`src/rtl/apb_pkg.sv`:
```
// Shared types and constants for the APB slave family.
package apb_pkg;

   typedef enum logic {APB_IDLE, APB_ACCESS} apb_slv_state_e;

   localparam int WAIT_CNT_W = 4;

endpackage

```
`src/rtl/apb_slave_fsm.sv`:
```
// APB3 slave handshake: tracks setup/access phases, counts wait states, drives pready.
// state      | meaning
// APB_IDLE   | no transfer in progress; psel here is the setup phase
// APB_ACCESS | transfer selected; counting down wait states until pready
module apb_slave_fsm
   import apb_pkg::*;
#(
   parameter int WAIT_STATES = 0
) (
   input  logic pclk_i,
   input  logic preset_i,
   input  logic psel_i,
   input  logic penable_i,
   output logic pready_o,
   output logic xfer_done_o
);

   apb_slv_state_e          state_q, state_d;
   logic [WAIT_CNT_W-1:0]   cnt_q, cnt_d;

   always_ff @(posedge pclk_i) begin
      if (preset_i) begin
         state_q <= APB_IDLE;
         cnt_q   <= '0;
      end else begin
         state_q <= state_d;
         cnt_q   <= cnt_d;
      end
   end

   always_comb begin
      state_d     = state_q;
      cnt_d       = cnt_q;
      pready_o    = 1'b0;
      xfer_done_o = 1'b0;
      unique case (state_q)
         APB_IDLE: begin
            if (psel_i) begin
               state_d = APB_ACCESS;
               cnt_d   = WAIT_CNT_W'(WAIT_STATES);
            end
         end
         APB_ACCESS: begin
            if (!psel_i) begin
               state_d = APB_IDLE;
            end else if (penable_i) begin
               if (cnt_q != '0) begin
                  cnt_d = cnt_q - WAIT_CNT_W'(1);
               end else begin
                  // Reset in the completing cycle must suppress the handshake.
                  pready_o    = !preset_i;
                  xfer_done_o = !preset_i;
                  state_d     = APB_IDLE;
               end
            end
         end
         default: state_d = APB_IDLE;
      endcase
   end

endmodule

```
`src/rtl/apb_reg_slave.sv`:
```
// Parametrised APB3 register bank with read-back, wait states, pslverr and read-only
// hardware-sourced registers.
module apb_reg_slave
   import apb_pkg::*;
#(
   parameter int                     DATA_WIDTH  = 32,
   parameter int                     NUM_REGS    = 4,
   parameter int                     ADDR_WIDTH  = 4,
   parameter int                     WAIT_STATES = 0,
   parameter logic [NUM_REGS-1:0]    RO_MASK     = '0,
   parameter logic [DATA_WIDTH-1:0]  RESET_VAL   = '0
) (
   input  logic                           pclk_i,
   input  logic                           preset_i,
   input  logic                           psel_i,
   input  logic                           penable_i,
   input  logic                           pwrite_i,
   input  logic [ADDR_WIDTH-1:0]          paddr_i,
   input  logic [DATA_WIDTH-1:0]          pwdata_i,
   output logic [DATA_WIDTH-1:0]          prdata_o,
   output logic                           pready_o,
   output logic                           pslverr_o,
   input  logic [NUM_REGS*DATA_WIDTH-1:0] hw_in_i,
   output logic [NUM_REGS*DATA_WIDTH-1:0] reg_out_o
);

   logic                  xfer_done;
   logic [NUM_REGS-1:0]   addr_hit;
   logic                  in_range;
   logic                  ro_hit;
   logic                  wr_en;
   logic [DATA_WIDTH-1:0] rd_val;
   logic [DATA_WIDTH-1:0] regs_q  [NUM_REGS];
   logic [DATA_WIDTH-1:0] reg_val [NUM_REGS];

   apb_slave_fsm #(
      .WAIT_STATES (WAIT_STATES)
   ) u_fsm (
      .pclk_i      (pclk_i),
      .preset_i    (preset_i),
      .psel_i      (psel_i),
      .penable_i   (penable_i),
      .pready_o    (pready_o),
      .xfer_done_o (xfer_done)
   );

   // One-hot decode; an all-zero result means paddr lies past the last register.
   always_comb begin
      addr_hit = '0;
      for (int i = 0; i < NUM_REGS; i++) begin
         if (paddr_i == ADDR_WIDTH'(i)) addr_hit[i] = 1'b1;
      end
   end

   assign in_range = |addr_hit;
   assign ro_hit   = |(addr_hit & RO_MASK);
   assign wr_en    = xfer_done && pwrite_i && in_range && !ro_hit;

   always_comb begin
      reg_out_o = '0;
      rd_val    = '0;
      for (int i = 0; i < NUM_REGS; i++) begin
         reg_val[i] = RO_MASK[i] ? hw_in_i[i*DATA_WIDTH +: DATA_WIDTH] : regs_q[i];
         reg_out_o[i*DATA_WIDTH +: DATA_WIDTH] = reg_val[i];
         if (addr_hit[i]) rd_val = reg_val[i];
      end
   end

   always_ff @(posedge pclk_i) begin
      if (preset_i) begin
         for (int i = 0; i < NUM_REGS; i++) regs_q[i] <= RESET_VAL;
      end else if (wr_en) begin
         for (int i = 0; i < NUM_REGS; i++) begin
            if (addr_hit[i]) regs_q[i] <= pwdata_i;
         end
      end
   end

   assign pslverr_o = pready_o && (!in_range || (pwrite_i && ro_hit));
   assign prdata_o  = (pready_o && !pwrite_i) ? rd_val : '0;

endmodule

```
`config.mk`:
```
export PLATFORM = sky130hd
export DESIGN_NAME = apb_reg_slave
export DESIGN_NICKNAME = d
export VERILOG_FILES = /design/src/rtl/apb_pkg.sv /design/src/rtl/apb_slave_fsm.sv /design/src/rtl/apb_reg_slave.sv
export SDC_FILE = /design/constraint.sdc
export NUM_CORES = 1
export LEC_CHECK = 0
export CORE_ASPECT_RATIO = 1.2
export CORE_MARGIN = 5
export CORE_UTILIZATION = 26
export CTS_BUF_LIST = sky130_fd_sc_hd__clkbuf_8
export DETAILED_ROUTE_END_ITERATION = 12
export DONT_BUFFER_PORTS = 1
export GPL_TIMING_DRIVEN = 0
export MAX_ROUTING_LAYER = met4
export PLACE_DENSITY_LB_ADDON = 0.1
export SYNTH_ARGS = -nofsm -noshare
export SYNTH_HDL_FRONTEND = slang
export SYNTH_SLANG_ARGS = --single-unit
```
`constraint.sdc`:
```
create_clock -name pclk_i -period 8.2 [get_ports pclk_i]
set_input_delay 1.64 -clock pclk_i [delete_from_list [all_inputs] [get_ports pclk_i]]
set_output_delay 1.64 -clock pclk_i [all_outputs]
set_load 0.05 [all_outputs]
```
==> impl_metrics.prom, run 1 <==
# TYPE chip_impl_metric gauge
chip_impl_info{name="result_of_the_run",value="finished, final reports clean"} 1
chip_impl_metric{name="global_route_wire_length_before_repair",unit="µm"} 34650
chip_impl_metric{name="cts_inserted_buffers",unit=""} 17
chip_impl_metric{name="worst_skew_pair.late_latency",unit="ps"} 460
chip_impl_metric{name="port_buffers",unit=""} 0
chip_impl_info{name="timing.critical_path.to_type",value="primary output"} 1
chip_impl_info{name="dominantRegCellSynth",value="edfxtp_1"} 1
chip_impl_metric{name="fin_util",unit=""} 0.3020
chip_impl_metric{name="route.antenna.remaining_nets",unit=""} 0
chip_impl_info{name="grt_setup_unrepaired",value="false"} 1
chip_impl_metric{name="first_global_vias",unit=""} 4864
chip_impl_metric{name="antenna_cells",unit=""} 0
chip_impl_metric{name="worst_ep_required_time",unit="ps"} 6560
chip_impl_metric{name="vias_after_detailed_routing",unit=""} 4498
chip_impl_info{name="cts_tree",value="yes"} 1
chip_impl_metric{name="yosys.area_share.simple",unit=""} 0.1992
chip_impl_metric{name="routed_wire_length_per_instance",unit="µm"} 26.30
chip_impl_metric{name="drc",unit=""} 0
chip_impl_metric{name="design.portCount",unit=""} 331
chip_impl_metric{name="synth-seq-area-share",unit=""} 0.5740
chip_impl_metric{name="htreeDepth",unit=""} 4
chip_impl_metric{name="period_share",unit=""} 0.6807
chip_impl_metric{name="synth-adder-area-share",unit=""} 0.001821
chip_impl_metric{name="timing.final.hold_violations",unit=""} 0
chip_impl_metric{name="period_minus_ws_final",unit="ps"} 5582
chip_impl_metric{name="max-vdd-ir-drop",unit="mV"} 0.08830
chip_impl_metric{name="yosysTopAreaCellShare",unit=""} 0.5595
chip_impl_info{name="crit_path_start_kind",value="input port"} 1
chip_impl_metric{name="post_cts.repair.setup_buffers",unit=""} 0
chip_impl_info{name="worstSetupEndpoint",value="prdata_o[20]"} 1
chip_impl_metric{name="p_switching",unit="mW"} 0.4517
chip_impl_metric{name="final.setup_skew",unit="ps"} 15.80
chip_impl_metric{name="drt_pass1_iterations",unit=""} 4
chip_impl_metric{name="dp_hpwl",unit="µm"} 18120
chip_impl_metric{name="finalPower",unit="mW"} 1.558
chip_impl_metric{name="pwr-share-comb",unit=""} 0.079
chip_impl_metric{name="path_max_fanout",unit=""} 10
chip_impl_metric{name="critical-path-max-stage-delay",unit="ps"} 780
chip_impl_metric{name="synthXorXnorAreaFrac",unit=""} 0.002550
chip_impl_metric{name="synth.avg_cell_area",unit="µm²"} 12.58
chip_impl_metric{name="cellInternalPower",unit="mW"} 1.106
chip_impl_metric{name="cts-resized-gates",unit=""} 0
chip_impl_info{name="critical_path.reg2reg.endpoint",value="regs_q[3][22]$_SDFFCE_PN0P_"} 1
chip_impl_metric{name="num_rows",unit=""} 65
chip_impl_metric{name="cts-hold-fix-buffers",unit=""} 0
chip_impl_metric{name="cp.arrival",unit="ps"} 3940
chip_impl_metric{name="track_usage",unit=""} 0.1672
chip_impl_metric{name="syn_inst",unit=""} 546
chip_impl_info{name="worst-setup-path-type",value="input port to primary output"} 1
chip_impl_info{name="synthTopCellsByArea",value="edfxtp_1 (56%), and2_1 (5.8%), a211oi_2 (5.5%)"} 1
chip_impl_metric{name="p_clk_frac",unit=""} 0.365
chip_impl_metric{name="areaGrowthSynthToFinish",unit="%"} 15.12
chip_impl_metric{name="area_of_the_core",unit="mm²"} 0.02619
chip_impl_info{name="worst_hold_startpoint",value="u_fsm.cnt_q[1]$_SDFFE_PP0P_"} 1
chip_impl_metric{name="multi_input_comb_area",unit="mm²"} 0.002457
chip_impl_metric{name="ff2ff_path_depth",unit=""} 8
chip_impl_metric{name="maxCapViolations",unit=""} 0
chip_impl_metric{name="syn-cell-area",unit="mm²"} 0.006870
chip_impl_metric{name="achievable-frequency",unit="MHz"} 179.1
chip_impl_metric{name="seq_power_share",unit=""} 0.555
chip_impl_metric{name="max-clock-path-buffers",unit=""} 2
chip_impl_metric{name="number_of_flops_mapped_to_enable_cells_by_yosys",unit=""} 128
chip_impl_info{name="critical_path.cell_chain",value="inv_1 -> nand2_2 -> or4b_1 -> clkbuf_2 -> buf_6 -> a211oi_2"} 1
chip_impl_metric{name="tightestPinTransition",unit="ps"} 990.2
chip_impl_metric{name="power.share.switching",unit=""} 0.2900
chip_impl_metric{name="route.final.wire_length",unit="µm"} 24220
chip_impl_metric{name="largest_net_degree_at_the_start_of_global_routing",unit=""} 18
chip_impl_info{name="synth.most_common_cell",value="edfxtp_1"} 1
chip_impl_info{name="yosys-top-cells-count",value="edfxtp_1 (128), and2_1 (64), inv_1 (36)"} 1
chip_impl_metric{name="die_h",unit="µm"} 188.1
chip_impl_metric{name="report.final.setup_viol",unit=""} 0
chip_impl_metric{name="floorplan.initialDensity",unit=""} 0.2624
chip_impl_metric{name="drv_slew",unit=""} 0
chip_impl_info{name="post-synth-top-area-cell",value="edfxtp_1"} 1
chip_impl_metric{name="yosys_register_bits",unit=""} 133
chip_impl_metric{name="maxSlewHeadroom",unit=""} 0.3386
chip_impl_metric{name="synth.lib_cells_used.distinct",unit=""} 46
chip_impl_metric{name="fill_cells",unit=""} 2715
chip_impl_metric{name="synth_compound_gate_area_share",unit=""} 0.1002
chip_impl_metric{name="layout.nets",unit=""} 743
chip_impl_info{name="clock_root_buffer",value="clkbuf_8"} 1
chip_impl_metric{name="cts_num_sinks",unit=""} 133
chip_impl_metric{name="iter_0_drt_violations",unit=""} 266
chip_impl_metric{name="register_area",unit="mm²"} 0.003944
chip_impl_metric{name="grt-ovfl-total",unit=""} 0
chip_impl_metric{name="antenna_violations_before_repair",unit=""} 0
chip_impl_metric{name="fp.dieW",unit="µm"} 158.4
chip_impl_metric{name="synth_async_sr_flop_share",unit=""} 0
chip_impl_metric{name="post_route_cells_drive_above_1_share",unit=""} 0.2304
chip_impl_metric{name="power.leakage",unit="nW"} 2.844
chip_impl_metric{name="setup.reg_to_reg.worst_slack",unit="ps"} 5210
chip_impl_metric{name="gpl.final_weighted_congestion",unit=""} 0.7589
chip_impl_metric{name="synth.net_count",unit=""} 716
chip_impl_metric{name="cellPowerDensity",unit="mW/mm²"} 196.9
chip_impl_metric{name="synth.area.mux_share",unit=""} 0.04516
chip_impl_info{name="holdCritPathClass",value="flop to flop"} 1
chip_impl_metric{name="cts.clk_slew.worst_paths",unit="ps"} 90
chip_impl_metric{name="synth-warning-count",unit=""} 0
chip_impl_metric{name="die_footprint",unit="mm²"} 0.02979
chip_impl_info{name="synth_top_family_by_area",value="simple AND/OR/NAND/NOR gates"} 1
chip_impl_info{name="critical_path.slowest_cell",value="a211oi_2"} 1
chip_impl_metric{name="viasPerCell",unit=""} 4.884
chip_impl_info{name="rr_startpoint",value="u_fsm.cnt_q[0]$_SDFFE_PP0P_"} 1
chip_impl_info{name="setup.worst_path.start",value="preset_i"} 1
==> critical path: cells and delay by family <==
family                 cells  cell delay (ps)
and+or+nand+nor            2              790
AOI/OAI and AO/OA          1              780
buffers and inverters      3              730
==> per-layer routing <==
layer / up-vias / routed length (µm) / track usage
met1: 2260 / 9634 / 0.1946
met4: 0 / 458 / 0.04759
met2: 167 / 12110 / 0.2711
met5: - / 0 / -
met3: 23 / 2021 / 0.06071
li1: 2048 / - / -
==> power by group through the flow <==
stage	clock network, mW	registers [mW]	logic, mW
3_3_place_gp	0	0.886	0.113
5_1_grt	0.617	0.868	0.134
6_report	0.569	0.865	0.124
4_1_cts	0.589	0.866	0.127
3_5_place_dp	0	0.881	0.126
2_1_floorplan	0	0.873	0.0796
==> layout by cell type (no fill, tap or decap), types with 4 or more instances in the layout <==
master | Yosys | final
a211oi_1 | 34 | 32
a211oi_2 | 30 | 32
and2_1 | 64 | 64
and2b_2 | 27 | 27
buf_16 | 0 | 4
buf_6 | 10 | 10
clkbuf_1 | 20 | 20
clkbuf_8 | 10 | 27
clkinvlp_4 | 0 | 5
dfxtp_1 | 5 | 5
edfxtp_1 | 128 | 128
inv_1 | 36 | 36
mux2i_1 | 31 | 31
nand2_1 | 34 | 34
nor2_1 | 5 | 5
nor3_1 | 33 | 33
nor4_1 | 28 | 28
nor4_2 | 5 | 5
==> flip-flops by register name (all words and copies together) (netlist names) <==
name / count
regs_q: 128
u_fsm.state_q: 1
u_fsm.cnt_q: 4
==> cells by family after synthesis <==
kind of cell / count (synthesis)
fa+ha+maj: 1
flops: 133
buf+inv: 86
xor+xnor: 2
simple gates: 219
compound gates: 74
mux: 31
==> area by class of cell <==
cell class | count | share of cell area
Clock buffer | 17 | 0.02958
Clock inverter | 15 | 0.02057
Buffer | 50 | 0.04983
Inverter | 36 | 0.01709
Tap cell | 335 | 0.05300
Multi-Input combinational cell | 327 | 0.3107
Sequential cell | 133 | 0.4987
Timing Repair Buffer | 8 | 0.02057
==> how the worst min path moves through the flow <==
stage | end | slack, ps | cells past startpoint
3_3_place_gp | u_fsm.cnt_q[3]$_SDFFE_PP0P_ | 520 | 2
4_1_cts | u_fsm.cnt_q[1]$_SDFFE_PP0P_ | 550 | 2
2_1_floorplan | u_fsm.cnt_q[1]$_SDFFE_PP0P_ | 480 | 2
3_5_place_dp | u_fsm.cnt_q[1]$_SDFFE_PP0P_ | 530 | 2
5_1_grt | u_fsm.cnt_q[3]$_SDFFE_PP0P_ | 570 | 2
6_report | u_fsm.cnt_q[1]$_SDFFE_PP0P_ | 540 | 2
==> through the flow <==
stage | setup WS [ps] | std cells | area [µm²] | TNS [ps] | hold slack (ps)
floorplan | 2852 | 546 | 6870 | 0 | 479.3
global placement | -344.5 | 881 | 7289 | -10870 | 521.8
detailed placement | 2528 | 889 | 7512 | 0 | 527.1
CTS | 2535 | 921 | 7909 | 0 | 553.1
global route | 2461 | 921 | 7909 | 0 | 567.9
finish | 2618 | 921 | 7909 | 0 | 540.3
(Power assumes the default switching activity.)
==> inputs of run 2 (changes only) <==
Clock period 8.2 ns to 4.7 ns, I/O delays scaled along.
==> results of run 2 <==
Same layout as run 1 (identical final DEF). Status: finished, final reports clean.
Main changes from that run: setup slack after placement 2528 ps -> 428.2 ps; setup slack after layout 2618 ps -> 518.0 ps; register-to-register setup slack 5210 ps -> 1710 ps; total power 1.558 mW -> 2.717 mW; worst IR drop on VDD 0.08830 mV -> 0.1541 mV
